==> config.mk <==
export PLATFORM = sky130hd
export DESIGN_NAME = mips_multicycle_ctrl_flat
export DESIGN_NICKNAME = d
export VERILOG_FILES = /design/src/rtl/mips_multicycle_ctrl_if.sv /design/src/rtl/mips_multicycle_ctrl.sv /design/src/flat_wrapper.sv
export SDC_FILE = /design/constraint.sdc
export NUM_CORES = 1
export LEC_CHECK = 0
export CORE_UTILIZATION = 48
export DETAILED_ROUTE_END_ITERATION = 12
export PLACE_DENSITY = 0.85
export SYNTH_ARGS = -nofsm -noshare
export SYNTH_HDL_FRONTEND = slang
export SYNTH_SLANG_ARGS = --single-unit
export TNS_END_PERCENT = 5
==> constraint.sdc <==
create_clock -name clk -period 4.1 [get_ports clk]
set_input_delay 0.41 -clock clk [delete_from_list [all_inputs] [get_ports clk]]
set_output_delay 0.41 -clock clk [all_outputs]
set_load 0.1 [all_outputs]
==> src/rtl/mips_multicycle_ctrl_if.sv <==
// Control/datapath bundle for the multi-cycle MIPS controller.
// master = controller side, slave = datapath side.
interface mips_multicycle_ctrl_if;
  logic [5:0] opcode;
  logic [5:0] funct;
  logic       zero;
  logic       mem_ready;
  logic       pc_write;
  logic       i_or_d;
  logic       mem_read;
  logic       mem_write;
  logic       ir_write;
  logic       reg_dst;
  logic       mem_to_reg;
  logic       reg_write;
  logic       link;
  logic       alu_src_a;
  logic [1:0] alu_src_b;
  logic [1:0] alu_op;
  logic [1:0] pc_source;
  logic       instr_done;
  logic       illegal_op;
  logic       mem_timeout;
  logic [3:0] state;

  modport master (
    input  opcode, funct, zero, mem_ready,
    output pc_write, i_or_d, mem_read, mem_write, ir_write, reg_dst, mem_to_reg,
           reg_write, link, alu_src_a, alu_src_b, alu_op, pc_source,
           instr_done, illegal_op, mem_timeout, state
  );

  modport slave (
    output opcode, funct, zero, mem_ready,
    input  pc_write, i_or_d, mem_read, mem_write, ir_write, reg_dst, mem_to_reg,
           reg_write, link, alu_src_a, alu_src_b, alu_op, pc_source,
           instr_done, illegal_op, mem_timeout, state
  );
endinterface

==> src/rtl/mips_multicycle_ctrl.sv <==
// Multi-cycle MIPS control FSM: sequences fetch/decode/execute/memory/writeback
// over a shared ALU and one variable-latency memory, aborting stalled accesses.
module mips_multicycle_ctrl #(
  parameter int unsigned WAIT_LIMIT = 15
) (
  input  logic                   clk,
  input  logic                   rst_n,
  mips_multicycle_ctrl_if.master bus
);

  typedef enum logic [3:0] {
    S_FETCH    = 4'd0,
    S_DECODE   = 4'd1,
    S_MEM_ADDR = 4'd2,
    S_MEM_RD   = 4'd3,
    S_MEM_WB   = 4'd4,
    S_MEM_WR   = 4'd5,
    S_R_EXEC   = 4'd6,
    S_R_WB     = 4'd7,
    S_BRANCH   = 4'd8,
    S_JUMP     = 4'd9,
    S_I_EXEC   = 4'd10,
    S_I_WB     = 4'd11,
    S_JR       = 4'd12,
    S_JAL      = 4'd13
  } state_t;

  localparam logic [7:0] WAIT_LIMIT_C = 8'(WAIT_LIMIT);

  localparam logic [5:0] OP_RTYPE = 6'h00;
  localparam logic [5:0] OP_J     = 6'h02;
  localparam logic [5:0] OP_JAL   = 6'h03;
  localparam logic [5:0] OP_BEQ   = 6'h04;
  localparam logic [5:0] OP_BNE   = 6'h05;
  localparam logic [5:0] OP_ADDI  = 6'h08;
  localparam logic [5:0] OP_SLTI  = 6'h0A;
  localparam logic [5:0] OP_ANDI  = 6'h0C;
  localparam logic [5:0] OP_ORI   = 6'h0D;
  localparam logic [5:0] OP_LW    = 6'h23;
  localparam logic [5:0] OP_SW    = 6'h2B;
  localparam logic [5:0] FN_JR    = 6'h08;

  state_t     state_q, state_d;
  logic [7:0] wait_q, wait_d;

  logic       mem_state_s, stalled_s, timeout_s;
  logic       pc_write_s, i_or_d_s, mem_read_s, mem_write_s, ir_write_s;
  logic       reg_dst_s, mem_to_reg_s, reg_write_s, link_s, alu_src_a_s;
  logic [1:0] alu_src_b_s, alu_op_s, pc_source_s;
  logic       instr_done_s, illegal_op_s;

  // Stall tracking: counter only survives while a memory state keeps waiting.
  always_comb begin
    mem_state_s = (state_q == S_FETCH) || (state_q == S_MEM_RD) || (state_q == S_MEM_WR);
    stalled_s   = mem_state_s && !bus.mem_ready;
    timeout_s   = stalled_s && (wait_q == WAIT_LIMIT_C);
    if (stalled_s && !timeout_s) begin
      wait_d = wait_q + 8'd1;
    end else begin
      wait_d = 8'd0;
    end
  end

  // Next-state and datapath control decode.
  always_comb begin
    state_d      = state_q;
    pc_write_s   = 1'b0;
    i_or_d_s     = 1'b0;
    mem_read_s   = 1'b0;
    mem_write_s  = 1'b0;
    ir_write_s   = 1'b0;
    reg_dst_s    = 1'b0;
    mem_to_reg_s = 1'b0;
    reg_write_s  = 1'b0;
    link_s       = 1'b0;
    alu_src_a_s  = 1'b0;
    alu_src_b_s  = 2'b00;
    alu_op_s     = 2'b00;
    pc_source_s  = 2'b00;
    instr_done_s = 1'b0;
    illegal_op_s = 1'b0;

    case (state_q)
      S_FETCH: begin
        mem_read_s  = 1'b1;
        alu_src_b_s = 2'b01;
        if (bus.mem_ready) begin
          ir_write_s = 1'b1;
          pc_write_s = 1'b1;
          state_d    = S_DECODE;
        end else begin
          // A timed-out fetch simply retries from the same PC.
          state_d = S_FETCH;
        end
      end
      S_DECODE: begin
        alu_src_b_s = 2'b11;
        case (bus.opcode)
          OP_RTYPE: begin
            if (bus.funct == FN_JR) begin
              state_d = S_JR;
            end else begin
              state_d = S_R_EXEC;
            end
          end
          OP_LW, OP_SW:                      state_d = S_MEM_ADDR;
          OP_BEQ, OP_BNE:                    state_d = S_BRANCH;
          OP_J:                              state_d = S_JUMP;
          OP_JAL:                            state_d = S_JAL;
          OP_ADDI, OP_SLTI, OP_ANDI, OP_ORI: state_d = S_I_EXEC;
          default: begin
            illegal_op_s = 1'b1;
            state_d      = S_FETCH;
          end
        endcase
      end
      S_MEM_ADDR: begin
        alu_src_a_s = 1'b1;
        alu_src_b_s = 2'b10;
        if (bus.opcode == OP_SW) begin
          state_d = S_MEM_WR;
        end else begin
          state_d = S_MEM_RD;
        end
      end
      S_MEM_RD: begin
        mem_read_s = 1'b1;
        i_or_d_s   = 1'b1;
        if (bus.mem_ready) begin
          state_d = S_MEM_WB;
        end else if (timeout_s) begin
          state_d = S_FETCH;
        end else begin
          state_d = S_MEM_RD;
        end
      end
      S_MEM_WB: begin
        reg_write_s  = 1'b1;
        mem_to_reg_s = 1'b1;
        instr_done_s = 1'b1;
        state_d      = S_FETCH;
      end
      S_MEM_WR: begin
        mem_write_s = 1'b1;
        i_or_d_s    = 1'b1;
        if (bus.mem_ready) begin
          instr_done_s = 1'b1;
          state_d      = S_FETCH;
        end else if (timeout_s) begin
          state_d = S_FETCH;
        end else begin
          state_d = S_MEM_WR;
        end
      end
      S_R_EXEC: begin
        alu_src_a_s = 1'b1;
        alu_op_s    = 2'b10;
        state_d     = S_R_WB;
      end
      S_R_WB: begin
        reg_write_s  = 1'b1;
        reg_dst_s    = 1'b1;
        instr_done_s = 1'b1;
        state_d      = S_FETCH;
      end
      S_I_EXEC: begin
        alu_src_a_s = 1'b1;
        alu_src_b_s = 2'b10;
        alu_op_s    = 2'b11;
        state_d     = S_I_WB;
      end
      S_I_WB: begin
        reg_write_s  = 1'b1;
        instr_done_s = 1'b1;
        state_d      = S_FETCH;
      end
      S_BRANCH: begin
        alu_src_a_s  = 1'b1;
        alu_op_s     = 2'b01;
        pc_source_s  = 2'b01;
        instr_done_s = 1'b1;
        if (bus.opcode == OP_BNE) begin
          pc_write_s = ~bus.zero;
        end else begin
          pc_write_s = bus.zero;
        end
        state_d = S_FETCH;
      end
      S_JUMP: begin
        pc_write_s   = 1'b1;
        pc_source_s  = 2'b10;
        instr_done_s = 1'b1;
        state_d      = S_FETCH;
      end
      S_JAL: begin
        pc_write_s   = 1'b1;
        pc_source_s  = 2'b10;
        reg_write_s  = 1'b1;
        link_s       = 1'b1;
        instr_done_s = 1'b1;
        state_d      = S_FETCH;
      end
      S_JR: begin
        alu_src_a_s  = 1'b1;
        pc_write_s   = 1'b1;
        pc_source_s  = 2'b11;
        instr_done_s = 1'b1;
        state_d      = S_FETCH;
      end
      default: begin
        state_d = S_FETCH;
      end
    endcase
  end

  // State and wait counter.
  always_ff @(posedge clk or negedge rst_n) begin
    if (!rst_n) begin
      state_q <= S_FETCH;
      wait_q  <= 8'd0;
    end else begin
      state_q <= state_d;
      wait_q  <= wait_d;
    end
  end

  // Strobes are gated by rst_n so nothing leaks while reset is held.
  assign bus.pc_write    = rst_n & pc_write_s;
  assign bus.i_or_d      = rst_n & i_or_d_s;
  assign bus.mem_read    = rst_n & mem_read_s;
  assign bus.mem_write   = rst_n & mem_write_s;
  assign bus.ir_write    = rst_n & ir_write_s;
  assign bus.reg_dst     = rst_n & reg_dst_s;
  assign bus.mem_to_reg  = rst_n & mem_to_reg_s;
  assign bus.reg_write   = rst_n & reg_write_s;
  assign bus.link        = rst_n & link_s;
  assign bus.alu_src_a   = rst_n & alu_src_a_s;
  assign bus.alu_src_b   = rst_n ? alu_src_b_s : 2'b00;
  assign bus.alu_op      = rst_n ? alu_op_s : 2'b00;
  assign bus.pc_source   = rst_n ? pc_source_s : 2'b00;
  assign bus.instr_done  = rst_n & instr_done_s;
  assign bus.illegal_op  = rst_n & illegal_op_s;
  assign bus.mem_timeout = rst_n & timeout_s;
  assign bus.state       = state_q;

endmodule

==> src/flat_wrapper.sv <==
// flat-port wrapper written by rule: the top's interface ports become plain ports
module mips_multicycle_ctrl_flat 
#(
  parameter int unsigned WAIT_LIMIT = 15
)
  (clk, rst_n, bus_opcode, bus_funct, bus_zero, bus_mem_ready, bus_pc_write, bus_i_or_d, bus_mem_read, bus_mem_write, bus_ir_write, bus_reg_dst, bus_mem_to_reg, bus_reg_write, bus_link, bus_alu_src_a, bus_alu_src_b, bus_alu_op, bus_pc_source, bus_instr_done, bus_illegal_op, bus_mem_timeout, bus_state);
  mips_multicycle_ctrl_if bus_i ();
  input  logic clk;
  input  logic rst_n;
  input wire logic [$bits(bus_i.opcode)-1:0] bus_opcode;
  input wire logic [$bits(bus_i.funct)-1:0] bus_funct;
  input wire logic [$bits(bus_i.zero)-1:0] bus_zero;
  input wire logic [$bits(bus_i.mem_ready)-1:0] bus_mem_ready;
  output wire logic [$bits(bus_i.pc_write)-1:0] bus_pc_write;
  output wire logic [$bits(bus_i.i_or_d)-1:0] bus_i_or_d;
  output wire logic [$bits(bus_i.mem_read)-1:0] bus_mem_read;
  output wire logic [$bits(bus_i.mem_write)-1:0] bus_mem_write;
  output wire logic [$bits(bus_i.ir_write)-1:0] bus_ir_write;
  output wire logic [$bits(bus_i.reg_dst)-1:0] bus_reg_dst;
  output wire logic [$bits(bus_i.mem_to_reg)-1:0] bus_mem_to_reg;
  output wire logic [$bits(bus_i.reg_write)-1:0] bus_reg_write;
  output wire logic [$bits(bus_i.link)-1:0] bus_link;
  output wire logic [$bits(bus_i.alu_src_a)-1:0] bus_alu_src_a;
  output wire logic [$bits(bus_i.alu_src_b)-1:0] bus_alu_src_b;
  output wire logic [$bits(bus_i.alu_op)-1:0] bus_alu_op;
  output wire logic [$bits(bus_i.pc_source)-1:0] bus_pc_source;
  output wire logic [$bits(bus_i.instr_done)-1:0] bus_instr_done;
  output wire logic [$bits(bus_i.illegal_op)-1:0] bus_illegal_op;
  output wire logic [$bits(bus_i.mem_timeout)-1:0] bus_mem_timeout;
  output wire logic [$bits(bus_i.state)-1:0] bus_state;
  assign bus_i.opcode = bus_opcode;
  assign bus_i.funct = bus_funct;
  assign bus_i.zero = bus_zero;
  assign bus_i.mem_ready = bus_mem_ready;
  assign bus_pc_write = bus_i.pc_write;
  assign bus_i_or_d = bus_i.i_or_d;
  assign bus_mem_read = bus_i.mem_read;
  assign bus_mem_write = bus_i.mem_write;
  assign bus_ir_write = bus_i.ir_write;
  assign bus_reg_dst = bus_i.reg_dst;
  assign bus_mem_to_reg = bus_i.mem_to_reg;
  assign bus_reg_write = bus_i.reg_write;
  assign bus_link = bus_i.link;
  assign bus_alu_src_a = bus_i.alu_src_a;
  assign bus_alu_src_b = bus_i.alu_src_b;
  assign bus_alu_op = bus_i.alu_op;
  assign bus_pc_source = bus_i.pc_source;
  assign bus_instr_done = bus_i.instr_done;
  assign bus_illegal_op = bus_i.illegal_op;
  assign bus_mem_timeout = bus_i.mem_timeout;
  assign bus_state = bus_i.state;
  mips_multicycle_ctrl #(.WAIT_LIMIT(WAIT_LIMIT)) u_core (.clk(clk), .rst_n(rst_n), .bus(bus_i));
endmodule
# == After elaboration in Yosys (flattened, before gate mapping) ==
# Cells that the tools add are included.
# word_totals
reg_bits,12
inputBits,16
output_inout_bits,23
wordCells,94
# classes
n_addsub,1
n_eq_ne,25
mux,31
bitwise_logic,14
n_reduce_logical,21
# ops
operator,n
"6-bit by 4-bit equality test with 1-bit output, second input constant",5
4-bit case mux with 7 select lines,1
"4-bit equality test, second input constant",6
4-bit case mux with 6 select lines,1
2-bit case mux with 3 select lines,3
"4-bit by 3-bit equality test with 1-bit output, second input constant",4
1-bit 2-to-1 mux,14
1-bit AND,13
"6-bit by 2-bit equality test with 1-bit output, second input constant",2
"6-bit by 3-bit equality test with 1-bit output, second input constant",2
"6-bit equality test, second input constant",2
4-bit 2-to-1 mux,3
2-bit OR reduction,6
11-bit OR reduction,1
"8-bit by 1-bit adder with 8-bit output, second input constant",1
"4-bit by 2-bit equality test with 1-bit output, second input constant",2
"8-bit by 4-bit equality test with 1-bit output, second input constant",1
2-bit 2-to-1 mux,4
8-bit 2-to-1 mux,1
4-bit OR reduction,2
7-bit OR reduction,1
6-bit logical NOT,1
3-bit 2-to-1 mux,2
5-bit OR reduction,1
9 further kinds,13

# == Depth between registers and ports, before layout ==
# Gate-level depths: netlist of run 1.
# depth
word_depth,8
depth_mapped,6
depth_no_buf,5

# == Least setup slack after synthesis of run 1 ==
# OpenSTA, ideal clock, no wires.
# synth_timing
path_type,register to output
from,reg u_core.state_q[1] (netlist: u_core.bus.state[1])
to,out bus_alu_src_a
arrival_ns,4.359
t_required_ns,3.690
slack_ns,-0.669
path_stages_with_launch,5
n_path_buf,2
path_cell_list,dfrtp_1 -> buf_2 -> buf_2 -> nor2_1 -> nor4_1
# synth_via
elab_chain_cells,4
elab_cells_between_ends,8
classes_between,eq/ne: 5; mux: 1; bitwise: 1; reduce/logical: 1
# synth_rtl
item,line_no,source
start: declaration,mips_multicycle_ctrl.sv:43,"state_t state_q, state_d;"
start signal: assignment,mips_multicycle_ctrl.sv:222,state_q <= state_d;
4-bit equality test (tied with other cells),mips_multicycle_ctrl.sv:83,case (state_q)
5-bit OR reduction (no source line) (*),-,
1-bit 2-to-1 mux (*),mips_multicycle_ctrl.sv:83,
1-bit AND (*),mips_multicycle_ctrl.sv:237,assign bus.alu_src_a = rst_n & alu_src_a_s;
end: declaration,flat_wrapper.sv:23,output wire logic [$bits(bus_i.alu_src_a)-1:0] bus_alu_src_a;
# Every way passes the cells marked *; elsewhere a longest branch is shown, timed or not.

# == Worst setup path after layout of run 1 ==
# layout_timing
from,reg u_core.state_q[0] (netlist: u_core.bus.state[0])
to,out bus_state[0]
# layout_rtl
item,line_no,source
end: declaration,flat_wrapper.sv:30,output wire logic [$bits(bus_i.state)-1:0] bus_state;
# No word-level cell between the ends.

==> flow_summary.json, run 1 <==
{
  "p_switching_uw": 478.3,
  "synth_top_area_frac": 0.2706,
  "dpl.cell_count": 202,
  "antenna_left": 0,
  "crit_arrival_ns": 2.35,
  "critPathBufInv": 1,
  "period_needed_ns": 2.756,
  "die_h_um": 50.09,
  "vdd_drop_max_uv": 418.3,
  "crit_family": "buffers and inverters",
  "drv_cap": 0,
  "drv_slew": 0,
  "critical_path_depth": 1,
  "ios": 39,
  "rows": 17,
  "dieArea_um2": 2509,
  "final_net_count": 196,
  "antenna_found_initial": 0,
  "setup_tns_ns": 0,
  "relSlewSlack": 0.3506,
  "antenna_cells": 0,
  "wirelength_um": 2682,
  "p_total_uw": 810.5,
  "setup_viol": 0,
  "multi_input_area_um2": 738.2,
  "path_clk_slew_ns": 0.08,
  "hold_viol": 0,
  "period_share": 0.6721,
  "p_per_area_nw_per_um2": 551.8,
  "worstSetupStartpoint": "u_core.bus.state[0]",
  "ctsHoldBuffers": 0,
  "synth_top_cell_by_area": "dfrtp_1",
  "cts_tree": "done",
  "seq_area_um2": 300.3,
  "area_growth_pct": 32.36,
  "initial_core_util": 0.5066,
  "grt_pass1_vias": 1092,
  "cp_slowest_stage_delay_ns": 1.26,
  "cp.required_ns": 3.69,
  "leakage_uw": 0.0006196,
  "avgSynthCellArea_um2": 7.654,
  "start_kind": "flop",
  "vias": 1194,
  "place_congestion": 0.9115,
  "viasPerCell": 5.796,
  "h-tree-depth": 1,
  "endpoint_kind": "primary output",
  "endpoint": "bus_state[0]",
  "synth.area.top_cells": "dfrtp_1 27%, nor2_1 7.4%, nor3_1 6.3%",
  "p_sw_frac": 0.5901,
  "cts.repair.resized": 0,
  "timing.fmax_mhz": 362.9,
  "r2r-end": "u_core.bus.state[2]",
  "pwr-share-clk": 0.121,
  "die_w_um": 50.09,
  "synth_area_um2": 1110,
  "crit_fanout": 21,
  "fill_cells": 191,
  "overflow": 0,
  "hp-class": "input port to async pin",
  "grt_pass1_wl_um": 4609,
  "cts_setup_buffers": 0,
  "combPwrFrac": 0.636,
  "track_usage": 0.2336,
  "hpwl_um": 1988,
  "drive_above_1_share": 0.1854,
  "core_um2": 2191,
  "stdcell_count": 206,
  "syn-num-nets": 162,
  "worstReg2RegStart": "u_core.bus.state[0]",
  "critPathSlowestCell": "clkdlybuf4s50_1",
  "clk_latency_ns": 0.28,
  "ys_warn_count": 0,
  "grt_max_degree": 22,
  "synthCells": 145,
  "clock-sinks": 12,
  "cts_buffers": 3,
  "drc_errors": 0,
  "first_pass_iters": 4,
  "worst_pin_slew_ns": 0.9711,
  "ys_ff_latch": 12,
  "dr.first_iter.drc_count": 21,
  "synth_cell_types": 42,
  "rrSetupSlack_ns": 2.36,
  "status": "finished, final reports clean",
  "skew_ns": 0.006235,
  "reg2reg_depth": 4,
  "p_int_uw": 332.2,
  "yosysSeqAreaShare": 0.2706,
  "pwr-share-seq": 0.244,
  "wl_per_cell_um": 13.02,
  "portBuffers": 38,
  "clock_path_buffers": 2,
  "path_cells": "clkdlybuf4s50_1",
  "root_buffer": "clkbuf_4",
  "timing_worst_setup_path_type": "flop to primary output",
  "rsz0062_at_grt": "no"
}
registers in the layout, summed over array words and instances, names as in the netlist:
signal and count:
u_core.bus.state 4, u_core.wait_q 8
layer usage:
metal,track usage,wire (um)
met1,0.3049,1238
met2,0.4089,1298
met3,0.01852,128
met4,0.05714,17
met5,0,0
cells in the mapped netlist:
cell       count
o31a_1         1
buf_2          4
a31oi_1        1
nor3b_1        1
xor2_1         4
a22oi_1        1
mux2_4         1
dfrtp_1       12
mux2i_1        1
or4_1          1
nand3_1        5
nand2b_4       2
nor2b_1        2
a21o_1         1
clkbuf_2       1
buf_6          1
nand2b_1       6
buf_4          2
a2bb2oi_2      1
inv_1          5
nor2_1        22
nor3_1        14
nor4b_2        1
o21a_1         1
or3_1          1
clkbuf_1       2
nand2_1       15
o31ai_1        1
nand4b_1       1
nor4_1         5
o21ai_0        4
o221ai_2       1
xnor2_1        7
ha_1           1
or4b_4         1
a21oi_1        7
nor4b_1        1
nor3_2         1
a221oi_1       1
nand4bb_1      1
and3_1         3
o32ai_1        1
how the worst min path moves through the flow:
stage,end,slack (ns),cells after the start,from
2_1_floorplan,u_core.bus.state[0],0.11,0,rst_n
6_report,u_core.wait_q[5],0.44,2,rst_n
3_5_place_dp,u_core.wait_q[0],0.46,1,u_core.wait_q[0]
4_1_cts,u_core.wait_q[5],0.44,2,rst_n
3_3_place_gp,u_core.wait_q[0],0.44,1,u_core.wait_q[0]
5_1_grt,u_core.wait_q[7],0.45,2,rst_n
power by group through the flow:
| stage | clock network, uW | logic, uW | registers, uW |
|---|---|---|---|
| 2_1_floorplan | 0 | 392 | 222 |
| 3_3_place_gp | 0 | 510 | 198 |
| 3_5_place_dp | 0 | 515 | 199 |
| 4_1_cts | 98.6 | 517 | 196 |
| 5_1_grt | 102 | 542 | 205 |
| 6_report | 97.7 | 515 | 198 |
cell type report:
type                    instances  share of cell area
well taps                      28             0.02385
inverters                       5             0.01278
multi-input cells             118              0.5026
repair buffers                 39              0.2317
flip-flops and latches         12              0.2044
clock buffers                   4             0.02470
through the flow:
stage | cell area, um2 | worst slack (ns) | hold slack [ns] | utilization
finish | 1469 | 1.344 | 0.4372 | 0.6705
detailed placement | 1433 | 1.584 | 0.4552 | 0.6539
floorplan | 1116 | -0.5335 | 0.1144 | -
CTS | 1469 | 1.339 | 0.4396 | 0.6705
global placement | 1433 | 1.617 | 0.4420 | 0.6539
global route | 1469 | 1.261 | 0.4484 | 0.6705
placed cells by master, fill, tap and decap left out, types with 3 or more instances in the layout:
cell type and instances:
nor2_1 22, buf_4 20, clkdlybuf4s50_1 19, nand2_1 15
nor3_1 14, dfrtp_1 12, xnor2_1 7, a21oi_1 7
nand2b_1 6, nand3_1 5, inv_1 5, nor4_1 4
o21ai_0 4, xor2_1 4, and3_1 3, clkbuf_4 3
cells by family (layout without fill, tap and decap cells):
family | after synthesis | after routing | synth area share
flops | 12 | 12 | 0.2706
xor+xnor | 11 | 11 | 0.08681
mux | 2 | 2 | 0.02254
simple gates | 83 | 83 | 0.4059
buf+inv | 15 | 48 | 0.06989
compound gates | 21 | 21 | 0.1330
fa+ha+maj | 1 | 1 | 0.01127
worst register-to-register path, delay by kind of cell, from the launching register on:
family	cells	cell delay, ns
compound gates	2	0.45
flops	1	0.80
simple gates	2	0.36
No activity file was read; power rests on OpenSTA's default activity.
==> run 2, diff against run 1 <==
--- a/config.mk
+++ b/config.mk
@@ -5,9 +5,9 @@
 export SDC_FILE = /design/constraint.sdc
 export NUM_CORES = 1
 export LEC_CHECK = 0
-export CORE_UTILIZATION = 48
+export CORE_UTILIZATION = 40
 export DETAILED_ROUTE_END_ITERATION = 12
-export PLACE_DENSITY = 0.85
+export PLACE_DENSITY = 0.75
 export SYNTH_ARGS = -nofsm -noshare
 export SYNTH_HDL_FRONTEND = slang
 export SYNTH_SLANG_ARGS = --single-unit
==> constraint.sdc (replaced) <==
create_clock -name clk -period 2.5 [get_ports clk]
set_input_delay 0.25 -clock clk [delete_from_list [all_inputs] [get_ports clk]]
set_output_delay 0.25 -clock clk [all_outputs]
set_load 0.1 [all_outputs]
==> flow_summary.json, run 2 (synthesis gave the netlist of run 1 again) <==
{
  "ios": 39,
  "drc_errors": 0,
  "cp_slowest_stage_delay_ns": 0.58,
  "cts_tree": "done",
  "core_um2": 2545,
  "dieArea_um2": 2989,
  "hp-class": "input port to async pin",
  "rows": 18,
  "drive_above_1_share": 0.3425,
  "leakage_uw": 0.0007298,
  "cts_setup_buffers": 0,
  "timing_worst_setup_path_type": "flop to primary output",
  "grt_pass1_wl_um": 5030,
  "drv_cap": 0,
  "period_share": 0.8774,
  "clock-sinks": 12,
  "clk_latency_ns": 0.27,
  "path_clk_slew_ns": 0.07,
  "start_kind": "flop",
  "worstReg2RegStart": "u_core.bus.state[0]",
  "relSlewSlack": 0.6860,
  "crit_arrival_ns": 1.94,
  "drv_slew": 0,
  "vdd_drop_max_uv": 718.5,
  "hpwl_um": 2558,
  "path_cells": "xnor2_1 > mux2i_1 > a22oi_1 > nor2_4 > buf_12",
  "crit_fanout": 17,
  "area_growth_pct": 73.73,
  "fill_cells": 184,
  "antenna_cells": 0,
  "setup_tns_ns": 0,
  "skew_ns": 0.003995,
  "die_w_um": 54.68,
  "reg2reg_depth": 5,
  "largest_reg_flops": 8,
  "antenna_left": 0,
  "rsz0062_at_grt": "no",
  "wl_per_cell_um": 15.17,
  "fin_ws_ns": 0.3066,
  "root_buffer": "clkbuf_4",
  "die_h_um": 54.68,
  "grt_max_degree": 21,
  "dpl_worst_slack_ns": 0.4282,
  "cts_buffers": 3,
  "antenna_found_initial": 0,
  "worst_pin_slew_ns": 0.4677,
  "cts.repair.resized": 0,
  "cp.required_ns": 2.25,
  "ctsHoldBuffers": 0,
  "mostFrequentLayoutCells": "19 x buf_12, 18 x nor2_1, 15 x nand2_1, 15 x clkdlybuf4s50_1, 9 x nor3_4",
  "portBuffers": 38,
  "dr.first_iter.drc_count": 12,
  "p_per_area_nw_per_um2": 839.4,
  "period_needed_ns": 2.193,
  "overflow": 0,
  "first_pass_iters": 4,
  "wirelength_um": 3201,
  "clock_path_buffers": 2,
  "final_net_count": 199,
  "h-tree-depth": 1,
  "status": "finished, final reports clean",
  "initial_core_util": 0.4361,
  "endpoint_kind": "primary output",
  "track_usage": 0.2321,
  "timing.fmax_mhz": 455.9,
  "rrSetupSlack_ns": 0.84,
  "place_congestion": 0.8391,
  "hold_viol": 0,
  "r2r-end": "u_core.wait_q[5]",
  "post-route-util": 0.7576,
  "critPathSlowestCell": "dfrtp_4",
  "top_register": "u_core.wait_q",
  "endpoint": "bus_reg_write",
  "viasPerCell": 5.701,
  "layout_commonest_cell": "buf_12",
  "worstSetupStartpoint": "u_core.bus.state[3]",
  "grt_pass1_vias": 1109,
  "vias": 1203,
  "setup_viol": 0
}
-- run 2: cell count changes in the layout (fill, tap and decap cells not counted), moves of 2 or more --
cell             change
buf_12              +19
buf_4               -12
nor3_1              -10
nor3_4               +9
clkdlybuf4s50_1      -4
dfrtp_1              -4
nor2_1               -4
dfrtp_4              +3
nor2_2               +2
nor2_4               +2
nor4_4               +2
-- run 2: layout make-up --
class                      count  area, um2  area share
multi-input combinational    118      932.1      0.4835
inverter                       5      18.77    0.009734
tap                           30      37.54     0.01947
sequential                    12      312.8      0.1622
clock buffer                   4      36.28     0.01882
timing repair buffer          42      590.6      0.3063
-- run 2: power breakdown --
group,switching [uW],total [uW],internal [uW]
Sequential,109,339,230
Clock,59.4,148,88.4
Combinational,751,1130,381
Total,920,1620,698
-- run 2: worst min path at each step --
stage / start / endpoint / slack (ns)
CTS: rst_n / u_core.bus.state[2] / 0.45
detailed placement: u_core.wait_q[0] / u_core.wait_q[0] / 0.46
floorplan: rst_n / u_core.bus.state[0] / -0.05
global route: rst_n / u_core.bus.state[2] / 0.47
finish: rst_n / u_core.bus.state[2] / 0.46
global placement: u_core.wait_q[0] / u_core.wait_q[0] / 0.44
-- run 2: per-stage QoR --
step / power [uW] / instance area (um2) / std cells / hold slack [ns]
3_3_place_gp: 1456 / 1892 / 207 / 0.4424
2_1_floorplan: 1152 / 1326 / 145 / -0.04559
6_report: 1619 / 1928 / 211 / 0.4624
5_1_grt: 1684 / 1928 / 211 / 0.4692
4_1_cts: 1624 / 1928 / 211 / 0.4480
3_5_place_dp: 1473 / 1892 / 207 / 0.4637
-- run 2: critical path, delay by kind of cell (launching register included) --
family / cells / cell delay [ns]
flops: 1 / 0.58
simple gates: 1 / 0.06
buf+inv: 1 / 0.17
mux: 1 / 0.15
compound gates: 1 / 0.26
xor+xnor: 1 / 0.45
-- run 2: layer usage --
layer	vias up	part of all wire	global-route usage	wire [um]
met5	-	0	0	0
met4	0	0.0072	0.03419	23
met3	4	0.036	0.05000	116
met2	34	0.52	0.4076	1655
met1	584	0.44	0.2922	1406
li1	581	-	-	-
==> run 3, diff against run 2 <==
--- a/config.mk
+++ b/config.mk
@@ -8,6 +8,7 @@
 export CORE_UTILIZATION = 40
 export DETAILED_ROUTE_END_ITERATION = 12
 export PLACE_DENSITY = 0.75
+export SETUP_SLACK_MARGIN = 0.15
 export SYNTH_ARGS = -nofsm -noshare
 export SYNTH_HDL_FRONTEND = slang
 export SYNTH_SLANG_ARGS = --single-unit
==> flow_summary.json, run 3 (synthesis gave the netlist of run 1 again) <==
{
  "status": "finished, final reports clean",
  "dieArea_um2": 2989,
  "cts.repair.resized": 0,
  "fill_cells": 183,
  "clock_path_buffers": 2,
  "worstReg2RegStart": "u_core.bus.state[0]",
  "root_buffer": "clkbuf_4",
  "wirelength_um": 3185,
  "antenna_left": 0,
  "antenna_found_initial": 0,
  "largest_reg_flops": 8,
  "cts_setup_buffers": 0,
  "die_h_um": 54.68,
  "ios": 39,
  "drv_slew": 0,
  "crit_arrival_ns": 1.96,
  "clock-sinks": 12,
  "wl_per_cell_um": 15.09,
  "vdd_drop_max_uv": 828.9,
  "skew_ns": 0.007105,
  "hp-class": "input port to async pin",
  "drv_cap": 0,
  "setup_tns_ns": 0,
  "critPathSlowestCell": "dfrtp_2",
  "start_kind": "flop",
  "vias": 1186,
  "path_clk_slew_ns": 0.08,
  "timing_worst_setup_path_type": "flop to primary output",
  "leakage_uw": 0.0007324,
  "overflow": 0,
  "cts_tree": "done",
  "ctsHoldBuffers": 0,
  "initial_core_util": 0.4361,
  "cp_slowest_stage_delay_ns": 0.55,
  "cp.required_ns": 2.25,
  "combPwrFrac": 0.699,
  "grt_pass1_vias": 1065,
  "p_sw_frac": 0.5691,
  "pwr-share-seq": 0.206,
  "drc_errors": 0,
  "crit_fanout": 13,
  "top_register": "u_core.wait_q",
  "final_net_count": 199,
  "hold_viol": 0,
  "worst_pin_slew_ns": 0.4166,
  "portBuffers": 38,
  "antenna_cells": 0,
  "clk_latency_ns": 0.28,
  "viasPerCell": 5.621,
  "worstSetupStartpoint": "u_core.bus.state[0]",
  "grt_pass1_wl_um": 5016,
  "timing.fmax_mhz": 452.8,
  "period_share": 0.8833,
  "relSlewSlack": 0.7202,
  "drive_above_1_share": 0.3536,
  "setup_viol": 0,
  "core_um2": 2545,
  "hpwl_um": 2539,
  "dr.first_iter.drc_count": 28,
  "place_congestion": 0.8224,
  "p_switching_uw": 929.1,
  "p_per_area_nw_per_um2": 842.9,
  "p_total_uw": 1632,
  "cts_buffers": 3,
  "grt_max_degree": 21,
  "rows": 18,
  "area_growth_pct": 74.52,
  "layout_commonest_cell": "buf_12",
  "p_int_uw": 703.4,
  "endpoint_kind": "primary output",
  "path_cells": "buf_4 > nand2b_1 > nand3_1 > nor2_2 > buf_12",
  "first_pass_iters": 4,
  "die_w_um": 54.68,
  "track_usage": 0.2393,
  "period_needed_ns": 2.208,
  "h-tree-depth": 1,
  "mostFrequentLayoutCells": "19 x buf_12, 18 x nor2_1, 15 x nand2_1, 15 x clkdlybuf4s50_1, 10 x nor3_4",
  "rsz0062_at_grt": "no",
  "pwr-share-clk": 0.095
}
run 3: changes by cell type in the layout (fill, tap and decap cells not counted):
cell      before  now
inv_1          5    4
inv_2          0    1
nand2b_1       6    5
nand2b_2       0    1
nor3_2         2    1
nor3_4         9   10
run 3: area by class of cell:
class | instances | area [um2] | share of cell area
multi-input combinational | 118 | 940.9 | 0.4858
inverter | 5 | 18.77 | 0.009690
timing repair buffer | 42 | 590.6 | 0.3049
tap | 30 | 37.54 | 0.01938
sequential | 12 | 312.8 | 0.1615
clock buffer | 4 | 36.28 | 0.01873
run 3: layer usage:
layer | track usage | share of wire
met5 | 0 | 0
met4 | 0.04274 | 0
met3 | 0.05833 | 0.033
met2 | 0.4237 | 0.53
met1 | 0.2918 | 0.43
run 3: final timing paths:
| check | end | slack [ns] | cells after the start |
|---|---|---|---|
| min reg2reg | u_core.wait_q[0] | 0.46 | 1 |
| max | bus_mem_read | 0.29 | 5 |
| max reg2reg | u_core.bus.state[1] | 0.71 | 5 |
| min in group clk | u_core.wait_q[0] | 0.46 | 1 |
| min | u_core.bus.state[2] | 0.33 | 2 |
| max in group asynchronous | u_core.bus.state[3] | 1.95 | 2 |
run 3: per-stage QoR:
step | area, um2 | utilization | setup slack, ns | cells | hold slack [ns]
floorplan | 1335 | - | 0.006821 | 145 | -0.04559
global placement | 1901 | 0.7468 | 0.4978 | 207 | 0.4414
detailed placement | 1901 | 0.7468 | 0.4196 | 207 | 0.4498
CTS | 1937 | 0.7611 | 0.2751 | 211 | 0.3306
global route | 1937 | 0.7611 | 0.1645 | 211 | 0.3433
finish | 1937 | 0.7611 | 0.2917 | 211 | 0.3321
run 3: power by group through the flow:
stage	clock network, uW	registers (uW)	logic (uW)
floorplan	0	374	787
global placement	0	337	1120
detailed placement	0	340	1140
CTS	161	336	1150
global route	169	344	1190
finish	155	337	1140
run 3: worst max-delay path, delay by kind of cell (launching register included):
family	cells	cell delay, ns
buffers and inverters	2	0.47
and+or+nand+nor	3	0.67
DFF	1	0.55
==> RTL change: new RTL, config.mk and constraints of run 2 <==
Register the output `bus.mem_timeout`; this adds one clock of latency there.
--- a/src/rtl/mips_multicycle_ctrl.sv
+++ b/src/rtl/mips_multicycle_ctrl.sv
@@ -241,5 +241,7 @@
   assign bus.instr_done  = rst_n & instr_done_s;
   assign bus.illegal_op  = rst_n & illegal_op_s;
-  assign bus.mem_timeout = rst_n & timeout_s;
+  always_ff @(posedge clk) begin
+    bus.mem_timeout <= rst_n & timeout_s;
+  end
   assign bus.state       = state_q;
 
Behaviour: same outputs for any inputs over 10 cycles, from zero or initial values and one cycle with rst_n low; that may be too few to reach the edited logic, so the function may still have changed.
==> RTL change against run 2 <==
  * Sequential cell count up 1
  * Power fell by 38%
  * Design area down 5.3%
  * Wire length decreased by 5.6%
  * Clock skew grew 0.0018 ns
  * Area after synthesis is 5.3% lower
  * Worst setup slack got worse by 0.075 ns
  * Synthesized cell count fell by 5.5%
  * Critical path type unchanged
==> RTL change: results (changes against run 2) <==
metric,value,unit,change
run_status,"finished, final reports clean",,unchanged
fraction_of_area_in_multi_input_gates,0.457,,was 0.483
place.detailed.hpwl,2440,um,was 2560 um
syn-instance-count,137,,was 145
cp_top_family,simple AND/OR/NAND/NOR gates,,was flip-flops
async_flop_share,0.923,,was 1.00
worst_r2r_startpoint,u_core.bus.state[3],,was u_core.bus.state[0]
path_max_fanout,8,,was 17
grt_util_met2,0.431,,was 0.408
final_non_filler_cells,208,,was 211
post_drt_wl_per_cell,14.5,um,was 15.2 um
critical_path.max_stage_delay,0.48,ns,was 0.58 ns
detail_route.iter0.violations,30,,was 12
sequential_cell_area_share,0.177,,was 0.162
syn_nets,154,,was 162
worst-r2r-setup-slack,0.72,ns,was 0.84 ns
crit_slowest_cell,sky130_fd_sc_hd__dfrtp_1,,was sky130_fd_sc_hd__dfrtp_4
grt.total_usage,0.244,,was 0.232
grt_first_pass_wirelength,5020,um,was 5030 um
cts_num_sinks,13,,was 12
seq-power,0.000248,W,was 0.000339 W
share_of_final_layout_cell_area_taken_by_clock_buffers_and_inverters,0.0151,,was 0.0188
synth_seq_area_share,0.305,,was 0.271
vias_in_the_first_global_route,1158,,"was 1,109"
detailed_place.area,1800,um^2,was 1890 um^2
post_synth_num_cell_types,39,,was 42
power.ir.vdd_worst,0.000403,V,was 0.000718 V
drive_gt1_frac,0.315,,was 0.343
skew,0.00580,ns,was 0.00399 ns
startpoint,u_core.bus.state[2],,was u_core.bus.state[3]
routed-wl-met2,1600,um,was 1660 um
cell_internal_pwr,0.000496,W,was 0.000698 W
final_net_count,196,,was 199
num-nonclk-inverters,3,,was 5
yosys-top-cells-count,"27 x sky130_fd_sc_hd__nor2_1, 14 x sky130_fd_sc_hd__nand2_1, 12 x sky130_fd_sc_hd__dfrtp_1, 9 x sky130_fd_sc_hd__a21oi_1, 8 x sky130_fd_sc_hd__nor3_1",,"was 22 x sky130_fd_sc_hd__nor2_1, 15 x sky130_fd_sc_hd__nand2_1, 14 x sky130_fd_sc_hd__nor3_1, 12 x sky130_fd_sc_hd__dfrtp_1"
-- RTL change: logic make-up (layout without fill, tap and decap cells) --
| logic type | Yosys count | in the layout | synth area share |
|---|---|---|---|
| AND/OR/NAND/NOR | 80 | 80 | 0.413 |
| AO/OA/AOI/OAI | 23 | 23 | 0.142 |
| flip-flops | 13 | 13 | 0.305 |
| buffers and inverters | 10 | 51 | 0.0440 |
| XOR/XNOR | 9 | 9 | 0.0750 |
| adder cells (fa/ha/maj) | 1 | 1 | 0.0119 |
| multiplexers | 1 | 1 | 0.00952 |
-- RTL change: worst min path at each step --
stage | to | slack [ns] | cells after the start
floorplan | u_core.bus.state[0] | -0.05 | 0
global placement | u_core.wait_q[0] | 0.45 | 1
detailed placement | u_core.wait_q[0] | 0.47 | 1
CTS | u_core.wait_q[3] | 0.32 | 2
global route | u_core.wait_q[5] | 0.33 | 2
finish | u_core.wait_q[5] | 0.31 | 2
